==> src/rtl/led_mode_sequencer_if.sv <==
// Control/status bundle of the LED mode sequencer: step strobe and button in,
// LED drive and mode status out.
interface led_mode_sequencer_if;
  logic       tick_enable;
  logic       btn_in_n;
  logic       led;
  logic [1:0] mode;
  logic       mode_change;

  modport master (
    output tick_enable,
    output btn_in_n,
    input  led,
    input  mode,
    input  mode_change
  );

  modport slave (
    input  tick_enable,
    input  btn_in_n,
    output led,
    output mode,
    output mode_change
  );
endinterface

==> src/rtl/led_mode_sequencer.sv <==
// Button-selected LED pattern generator (OFF / ON / BLINK / HEARTBEAT).
// Press latency: btn_in_n sampled low at edge 1 -> mode_change high right after edge DEBOUNCE_CYCLES+4.
module led_mode_sequencer #(
  parameter int         CLK_FREQ          = 27_000_000,
  parameter int         DEBOUNCE_MS       = 20,
  parameter logic [7:0] HEARTBEAT_PATTERN = 8'b1010_0000
) (
  input  logic                  sys_clk,
  input  logic                  sys_rst_n,
  led_mode_sequencer_if.slave   bus
);

  localparam int DEB_RAW         = CLK_FREQ / 1000 * DEBOUNCE_MS;
  localparam int DEBOUNCE_CYCLES = (DEB_RAW < 1) ? 1 : DEB_RAW;
  localparam int CNT_W           = $clog2(DEBOUNCE_CYCLES + 1);
  localparam logic [CNT_W-1:0] CNT_LAST = CNT_W'(DEBOUNCE_CYCLES - 1);

  typedef enum logic [1:0] {
    MODE_OFF   = 2'd0,
    MODE_ON    = 2'd1,
    MODE_BLINK = 2'd2,
    MODE_HEART = 2'd3
  } mode_e;

  logic             r_sync1;
  logic             r_sync2;
  logic             r_deb;
  logic             r_deb_q;
  logic [CNT_W-1:0] r_cnt;
  logic             r_press;
  mode_e            r_mode;
  logic             r_mode_chg;
  logic [2:0]       r_step;
  logic             r_led;

  logic             w_differ;
  logic             w_accept;
  logic             w_press;
  mode_e            w_mode_nxt;
  logic             w_chg_nxt;
  logic             w_led_nxt;

  // Two-flop synchronizer; idles at released (1)
  always_ff @(posedge sys_clk or negedge sys_rst_n) begin
    if (!sys_rst_n) begin
      r_sync1 <= 1'b1;
      r_sync2 <= 1'b1;
    end else begin
      r_sync1 <= bus.btn_in_n;
      r_sync2 <= r_sync1;
    end
  end

  // Debouncer: accept a new level after DEBOUNCE_CYCLES consecutive differing samples
  assign w_differ = r_sync2 ^ r_deb;
  assign w_accept = w_differ && (r_cnt == CNT_LAST);

  always_ff @(posedge sys_clk or negedge sys_rst_n) begin
    if (!sys_rst_n) begin
      r_deb <= 1'b1;
      r_cnt <= '0;
    end else if (w_accept) begin
      r_deb <= r_sync2;
      r_cnt <= '0;
    end else if (w_differ) begin
      r_cnt <= r_cnt + CNT_W'(1);
    end else begin
      r_cnt <= '0;
    end
  end

  // Press event: released -> pressed edge of the debounced level only
  assign w_press = r_deb_q & ~r_deb;

  always_ff @(posedge sys_clk or negedge sys_rst_n) begin
    if (!sys_rst_n) begin
      r_deb_q <= 1'b1;
      r_press <= 1'b0;
    end else begin
      r_deb_q <= r_deb;
      r_press <= w_press;
    end
  end

  // Mode FSM: state register
  always_ff @(posedge sys_clk or negedge sys_rst_n) begin
    if (!sys_rst_n) begin
      r_mode     <= MODE_BLINK;
      r_mode_chg <= 1'b0;
    end else begin
      r_mode     <= w_mode_nxt;
      r_mode_chg <= w_chg_nxt;
    end
  end

  // Mode FSM: one advance per press, wrapping HEARTBEAT back to OFF
  always_comb begin
    w_mode_nxt = r_mode;
    w_chg_nxt  = 1'b0;
    if (r_press) begin
      w_chg_nxt = 1'b1;
      case (r_mode)
        MODE_OFF:   w_mode_nxt = MODE_ON;
        MODE_ON:    w_mode_nxt = MODE_BLINK;
        MODE_BLINK: w_mode_nxt = MODE_HEART;
        default:    w_mode_nxt = MODE_OFF;
      endcase
    end
  end

  // Step counter: a press clears it and swallows any coincident tick
  always_ff @(posedge sys_clk or negedge sys_rst_n) begin
    if (!sys_rst_n) begin
      r_step <= '0;
    end else if (r_press) begin
      r_step <= '0;
    end else if (r_mode == MODE_OFF || r_mode == MODE_ON) begin
      r_step <= '0;
    end else if (bus.tick_enable) begin
      r_step <= r_step + 3'd1;
    end
  end

  always_comb begin
    w_led_nxt = 1'b0;
    case (r_mode)
      MODE_OFF:   w_led_nxt = 1'b0;
      MODE_ON:    w_led_nxt = 1'b1;
      MODE_BLINK: w_led_nxt = r_step[0];
      default:    w_led_nxt = HEARTBEAT_PATTERN[3'd7 - r_step];
    endcase
  end

  // LED register: one cycle behind step/mode, no input-to-output path
  always_ff @(posedge sys_clk or negedge sys_rst_n) begin
    if (!sys_rst_n) begin
      r_led <= 1'b0;
    end else begin
      r_led <= w_led_nxt;
    end
  end

  assign bus.led         = r_led;
  assign bus.mode        = r_mode;
  assign bus.mode_change = r_mode_chg;

endmodule
==> src/flat_wrapper.sv <==
// flat-port wrapper written by rule: the top's interface ports become plain ports
module led_mode_sequencer_flat 
#(
  parameter int         CLK_FREQ          = 27_000_000,
  parameter int         DEBOUNCE_MS       = 20,
  parameter logic [7:0] HEARTBEAT_PATTERN = 8'b1010_0000
)
  (sys_clk, sys_rst_n, bus_tick_enable, bus_btn_in_n, bus_led, bus_mode, bus_mode_change);
  led_mode_sequencer_if bus_i ();
  input  logic sys_clk;
  input  logic sys_rst_n;
  input wire logic [$bits(bus_i.tick_enable)-1:0] bus_tick_enable;
  input wire logic [$bits(bus_i.btn_in_n)-1:0] bus_btn_in_n;
  output wire logic [$bits(bus_i.led)-1:0] bus_led;
  output wire logic [$bits(bus_i.mode)-1:0] bus_mode;
  output wire logic [$bits(bus_i.mode_change)-1:0] bus_mode_change;
  assign bus_i.tick_enable = bus_tick_enable;
  assign bus_i.btn_in_n = bus_btn_in_n;
  assign bus_led = bus_i.led;
  assign bus_mode = bus_i.mode;
  assign bus_mode_change = bus_i.mode_change;
  led_mode_sequencer #(.CLK_FREQ(CLK_FREQ), .DEBOUNCE_MS(DEBOUNCE_MS), .HEARTBEAT_PATTERN(HEARTBEAT_PATTERN)) u_core (.sys_clk(sys_clk), .sys_rst_n(sys_rst_n), .bus(bus_i));
endmodule
==> config.mk <==
export PLATFORM = sky130hd
export DESIGN_NAME = led_mode_sequencer_flat
export DESIGN_NICKNAME = d
export VERILOG_FILES = /design/src/rtl/led_mode_sequencer_if.sv /design/src/rtl/led_mode_sequencer.sv /design/src/flat_wrapper.sv
export SDC_FILE = /design/constraint.sdc
export NUM_CORES = 1
export LEC_CHECK = 0
export CORE_UTILIZATION = 35
export CTS_BUF_LIST = sky130_fd_sc_hd__clkbuf_2 sky130_fd_sc_hd__clkbuf_4 sky130_fd_sc_hd__clkbuf_8
export CTS_CLUSTER_SIZE = 8
export DETAILED_ROUTE_END_ITERATION = 16
export PLACE_DENSITY_LB_ADDON = 0.12
export SLEW_MARGIN = 20
export SYNTH_ARGS = -nofsm -noshare
export SYNTH_HDL_FRONTEND = slang
export SYNTH_SLANG_ARGS = --single-unit
==> constraint.sdc <==
create_clock -name sys_clk -period 1.93 [get_ports sys_clk]
set_clock_uncertainty 0.15 [all_clocks]
set_input_delay 0.2895 -clock sys_clk [delete_from_list [all_inputs] [get_ports sys_clk]]
set_output_delay 0.2895 -clock sys_clk [all_outputs]
set_load 0.05 [all_outputs]
==> flow_summary_export.csv, run 1 <==
group,metric,value,unit
status,status,"completed",
worst_setup_path,setup.worst_path.end_class,"flop",
pwr,power_per_cell_area,671,nW/µm²
die,start_util,37.4,%
pwr,power_switching,265,µW
global_route,grt_pass1_wl,5430,µm
detailed_routing,via_per_inst,4.93,
global_route,grt_max_degree,33,
final_layout,layout.nets,185,
worst_setup_path,worstPathArrival,1940,ps
detailed_routing,finalWirelength,3050,µm
global_route,antenna_found_initial,0,
place,place.gp.congestion,0.820,
job,drv_cap,0,
timing,tightest_slew,491,ps
worst_setup_path,max_stage_delay,530,ps
yosys,syn_area,1540,µm²
pwr,internal_power,1020,µW
yosys,synth_top_cell_area_share,43.9,%
yosys,ys_seq_area_share,52.5,%
final_layout,drive_above_1_share,25.0,%
yosys,synth_seq_cells,32,
timing,slew_headroom,67.1,%
pwr,p_sw_share,20.7,%
die,dieWidth,68.3,µm
clocking,clk_pin_slew,60,ps
worst_setup_path,cp_common_cell,"or4_4",
clocking,clk_latency,280,ps
clocking,cts_buffer_depth,2,
detailed_routing,first_iter_violations,48,
timing,finalCritPeriodShare,97.2,%
worst_setup_path,path_max_fanout,3,
pwr,pwr-share-seq,53.5,%
final_layout,fill_cells,397,
global_route,grt-ovfl-total,0,
pwr,peakVddDrop,0.400,mV
detailed_routing,drc,0,
timing,fin_setup_tns,0,ps
yosys,async_reset_ff_share,100,%
clocking,postCtsHoldBufs,0,
clocking,cts_tree,"yes",
pwr,clkPwrFrac,42.6,%
clocking,cts.htree.levels,2,
yosys,syn_area_per_cell,10.7,µm²
yosys,synth-edff-count,0,
yosys,yosys_warnings,0,
hold_path,hold_path_class,"reg -> reg",
pwr,comb_power_share,3.9,%
pwr,p_leak,0.000842,µW
global_route,grt_pass1_vias,1165,
yosys,synth_ff_type,"dfrtp_1",
detailed_routing,first_pass_iters,4,
final_layout,area_growth,24.3,%
detailed_routing,antenna_left,0,
timing,hold_viol_final,0,
timing,slew_violations,0,
detailed_routing,vias,1115,
worst_setup_path,start_kind,"flop",
timing,period_needed,1880,ps
die,fp.dieH,68.3,µm
timing,timing.hold.ws,206,ps
final_layout,diodes,0,
place,hpwl,2170,µm
yosys,syn_inst,144,
timing,fmax,0.533,GHz
die,coreArea,4120,µm²
timing,rsz0062_at_grt,"false",
detailed_routing,wire_per_inst,13.5,µm
worst_setup_path,path_class,"reg -> reg",
die,ios,8,
timing,setup_viol,0,
clocking,numCtsBuffers,5,
yosys,synth_top_area_cell,"dfrtp_1",
global_route,grtUsageTotal,16.5,%
clocking,cts-root-buf,"clkbuf_8",
clocking,clock_sinks,32,
worst_setup_path,crit_slowest_cell,"or4_4",
worst_setup_path,required,2000,ps
die,std_cell_rows,23,
place,io_buffers,7,
yosys,yosysUniqueCellTypes,34,
yosys,synth_nets,154,
yosys,synth.area.top_cells,"dfrtp_1 (44%), dfstp_2 (8.5%), xor2_1 (5.7%)",
die,dieArea,4660,µm²
worst_setup_path,path_cells,"nand3_2 > or4_4 > or4_4 > a21oi_2",
## cell type report
| class | instances | area (µm²) | area share [%] |
|---|---|---|---|
| Sequential cell | 32 | 807 | 42.2 |
| Multi-Input combinational cell | 104 | 707 | 37.0 |
| Timing Repair Buffer | 28 | 223 | 11.6 |
| Clock buffer | 8 | 97.6 | 5.10 |
| Tap cell | 50 | 62.6 | 3.27 |
| Inverter | 4 | 15.0 | 0.785 |
## worst max-delay path: cells and delay by family, from the launching register on
family / cells / cell delay [ps]
AOI/OAI and AO/OA: 1 / 130
and+or+nand+nor: 3 / 1130
DFF: 1 / 400
## through the flow
step / worst slack [ps] / power [µW] / instances / instance area [µm²] / util [%]
global placement: 63.6 / 749 / 215 / 1790 / 43.4
detailed placement: 54.0 / 750 / 215 / 1790 / 43.4
finish: 54.2 / 1280 / 226 / 1910 / 46.5
global route: 1.93 / 1340 / 226 / 1910 / 46.5
CTS: 39.6 / 1310 / 223 / 1880 / 45.8
floorplan: 8.34 / 716 / 144 / 1540 / -
## kinds of logic (layout without fill, tap and decap cells)
kind of cell	after synthesis	in the layout	share of synthesized area [%]
simple gates	66	66	24.2
fa+ha+maj	6	6	4.88
xor+xnor	18	18	10.3
compound gates	11	11	4.23
mux	3	3	2.03
buf+inv	8	40	1.95
flops	32	32	52.5
## placed cells by master, fill, tap and decap left out, types with 4 or more instances in the layout
cell type / Yosys / layout
nor2_1: 22 / 22
xor2_1: 10 / 10
ha_1: 6 / 6
xnor2_1: 8 / 8
clkbuf_8: 0 / 6
nand4_1: 10 / 10
and4_1: 4 / 4
buf_4: 0 / 23
nand3_1: 4 / 4
clkdlybuf4s50_1: 0 / 5
nand2_1: 7 / 7
dfstp_2: 5 / 5
dfrtp_1: 27 / 27
## synth_stat cells (3+ instances only)
master     n
nand3_1    4
and4_1     4
o21ai_0    4
nor2_1    22
dfstp_2    5
xor2_1    10
clkbuf_1   4
nand4_1   10
nor3_1     3
inv_1      3
a21oi_1    3
ha_1       6
nand2_1    7
dfrtp_1   27
xnor2_1    8
or3_1      3
## final timing paths
path | slack (ps) | cells past startpoint | from | end
worst max-delay path | 50 | 4 | u_core.r_cnt[4] | u_core.r_cnt[17]
worst min-delay path | 210 | 0 | u_core.r_sync1 | u_core.r_sync2
worst max register to register | 50 | 4 | u_core.r_cnt[4] | u_core.r_cnt[17]
worst min register to register | 210 | 0 | u_core.r_sync1 | u_core.r_sync2
max in group asynchronous | 1050 | 2 | sys_rst_n | u_core.r_sync1
min in group asynchronous | 250 | 2 | sys_rst_n | u_core.r_step[2]
## power groups by stage
stage | logic [µW] | registers (µW) | clock network [µW]
2_1_floorplan | 18.0 | 698 | 0
3_3_place_gp | 50.4 | 699 | 0
3_5_place_dp | 51.4 | 699 | 0
4_1_cts | 51.4 | 687 | 567
5_1_grt | 57.7 | 687 | 599
6_report | 49.9 | 687 | 546
## routing by layer
metal,GRT usage [%],part of all wire (%),up-vias
met5,0,0,-
met4,8.33,2.2,0
met3,5.83,3.2,7
met2,24.5,46,13
met1,20.9,49,526
li1,-,-,569
## flip-flops by register name, summed over array words and instances, names as in the netlist
name,flops
u_core.r_deb_q,1
u_core.r_deb,1
u_core.bus.mode,2
u_core.bus.mode_change,1
u_core.r_sync2,1
u_core.bus.led,1
u_core.r_sync1,1
u_core.r_cnt,20
u_core.r_step,3
u_core.r_press,1
## repair_timing
| action | CTS | global route |
|---|---|---|
| endpoints found under the hold margin | 0 | 0 |
| resized for setup | 0 | 1 |
| setup buffers | 0 | 3 |
| endpoints found under the setup margin | 0 | 21 |
No activity file was read; power rests on OpenSTA's default activity.
==> run 2, diff against run 1 <==
--- a/config.mk
+++ b/config.mk
@@ -10,6 +10,7 @@
 export CTS_CLUSTER_SIZE = 8
 export DETAILED_ROUTE_END_ITERATION = 16
 export PLACE_DENSITY_LB_ADDON = 0.12
+export SETUP_SLACK_MARGIN = 0.4
 export SLEW_MARGIN = 20
 export SYNTH_ARGS = -nofsm -noshare
 export SYNTH_HDL_FRONTEND = slang
==> constraint.sdc (replaced) <==
create_clock -name sys_clk -period 1.93 [get_ports sys_clk]
set_clock_uncertainty 0.15 [all_clocks]
set_input_delay 0.386 -clock sys_clk [delete_from_list [all_inputs] [get_ports sys_clk]]
set_output_delay 0.386 -clock sys_clk [all_outputs]
set_load 0.05 [all_outputs]
==> run 2 against run 1 <==
First-iteration DRC count rose by 8.3%. Via count is 5.9% higher. Register-to-register slack better by 70 ps. Cell area grew 8.4%. Global-route usage grew 0.38 points. Die area stayed put. Core utilization is 3.9 points higher. Largest power group unchanged.
==> flow_summary_export.csv, run 2 (synthesis gave the netlist of run 1 again) <==
group,metric,value,unit
die,dieWidth,68.3,µm
clocking,numCtsBuffers,5,
die,dieArea,4660,µm²
final_layout,fin_util,50.3,%
timing,finalCritPeriodShare,93.4,%
worst_setup_path,worstPathArrival,1870,ps
status,status,"completed",
die,fp.dieH,68.3,µm
final_layout,mostFrequentLayoutCell,"buf_4",
global_route,grt-ovfl-total,0,
detailed_routing,finalWirelength,3200,µm
final_layout,largest_reg_flops,20,
final_layout,drive_above_1_share,38.7,%
worst_setup_path,start_kind,"flop",
hold_path,hold_path_class,"reg -> reg",
global_route,antenna_found_initial,0,
detailed_routing,antenna_left,0,
detailed_routing,via_per_inst,5.00,
pwr,power_per_cell_area,617,nW/µm²
detailed_routing,drc,0,
clocking,clock_sinks,32,
detailed_routing,vias,1181,
clocking,cts_tree,"yes",
clocking,cts-root-buf,"clkbuf_8",
timing,period_needed,1800,ps
timing,fmax,0.555,GHz
final_layout,fill_cells,376,
final_layout,layout.nets,195,
pwr,peakVddDrop,0.424,mV
detailed_routing,first_pass_iters,4,
worst_setup_path,path_class,"reg -> reg",
worst_setup_path,required,2000,ps
global_route,grtUsageTotal,16.9,%
detailed_routing,first_iter_violations,52,
final_layout,most-common-layout-cells,"buf_4 (30), dfrtp_1 (26), nor2_1 (16)",
timing,slew_headroom,72.3,%
timing,hold_viol_final,0,
worst_setup_path,setup.worst_path.end_class,"flop",
worst_setup_path,path_max_fanout,4,
timing,slew_violations,0,
die,ios,8,
die,start_util,37.4,%
timing,tightest_slew,415,ps
timing,fin_setup_tns,0,ps
global_route,grt_pass1_wl,5550,µm
timing,rsz0062_at_grt,"true",
global_route,grt_pass1_vias,1200,
timing,setup_viol,0,
die,std_cell_rows,23,
die,coreArea,4120,µm²
final_layout,diodes,0,
clocking,clk_pin_slew,70,ps
clocking,clk_latency,280,ps
clocking,cts_buffer_depth,2,
detailed_routing,wire_per_inst,13.6,µm
clocking,cts.htree.levels,2,
hold_path,min_path_cells,0,
place,place.gp.congestion,0.783,
global_route,grt_max_degree,33,
job,drv_cap,0,
pwr,p_leak,0.000896,µW
place,io_buffers,7,
worst_setup_path,reg2reg_depth,4,
final_layout,top_register,"u_core.r_cnt",
place,hpwl,2110,µm
final_layout,area_growth,34.7,%
-- run 2: metal layers --
layer / vias to the layer above / routed length [µm] / GRT usage [%]
met5: - / 0 / 0
met4: 0 / 65 / 7.81
met3: 7 / 92 / 4.50
met2: 12 / 1570 / 28.8
met1: 576 / 1470 / 19.5
li1: 586 / - / -
-- run 2: critical path, stage by stage, from the launching register on --
cell and delay, ps:
dfrtp_1 380, nand3_2 110, or4_4 550, or4_4 420
a21oi_2 120
-- run 2: final timing paths --
check | startpoint | to | slack [ps]
worst max-delay path | u_core.r_cnt[3] | u_core.r_cnt[17] | 130
worst min-delay path | u_core.r_sync1 | u_core.r_sync2 | 210
worst max register to register | u_core.r_cnt[3] | u_core.r_cnt[17] | 130
worst min register to register | u_core.r_sync1 | u_core.r_sync2 | 210
max in group asynchronous | sys_rst_n | u_core.bus.mode[1] | 940
min in group asynchronous | sys_rst_n | u_core.bus.led | 340
-- run 2: where the power goes --
part | switching, µW | internal (µW)
clock | 244 | 284
sequential | 5.84 | 680
combinational | 36.9 | 27.1
total | 286 | 991
-- run 2: what timing repair did --
| item | 4_1_cts | 5_1_grt |
|---|---|---|
| cloned | 1 | 0 |
| resized for setup | 15 | 7 |
| setup endpoints to repair | 23 | 25 |
| setup buffers | 10 | 4 |
| hold buffers | 0 | 0 |
| pin swaps | 8 | 5 |
-- run 2: cell type report --
| class | instances | area [µm²] | share of cell area [%] |
|---|---|---|---|
| Timing Repair Buffer | 38 | 320 | 15.5 |
| Multi-Input combinational cell | 104 | 773 | 37.3 |
| Tap cell | 50 | 62.6 | 3.02 |
| Inverter | 4 | 15.0 | 0.725 |
| Clock buffer | 6 | 82.6 | 3.99 |
| Sequential cell | 32 | 808 | 39.0 |
| Clock inverter | 2 | 10.0 | 0.483 |
-- run 2: stage by stage --
stage	setup slack (ps)	hold slack (ps)	cells	power, µW	instance area [µm²]
2_1_floorplan	113	-59.6	144	719	1570
4_1_cts	126	211	232	1300	2020
6_report	128	208	236	1280	2070
3_3_place_gp	42.9	200	213	750	1790
3_5_place_dp	52.8	201	213	751	1790
5_1_grt	42.1	218	236	1330	2070
==> run 3, diff against run 2 <==
--- a/config.mk
+++ b/config.mk
@@ -5,6 +5,7 @@
 export SDC_FILE = /design/constraint.sdc
 export NUM_CORES = 1
 export LEC_CHECK = 0
+export CAP_MARGIN = 10
 export CORE_UTILIZATION = 35
 export CTS_BUF_LIST = sky130_fd_sc_hd__clkbuf_2 sky130_fd_sc_hd__clkbuf_4 sky130_fd_sc_hd__clkbuf_8
 export CTS_CLUSTER_SIZE = 8
==> results of run 3 <==
The final DEF is identical to that of run 2; final timing and power are the same.
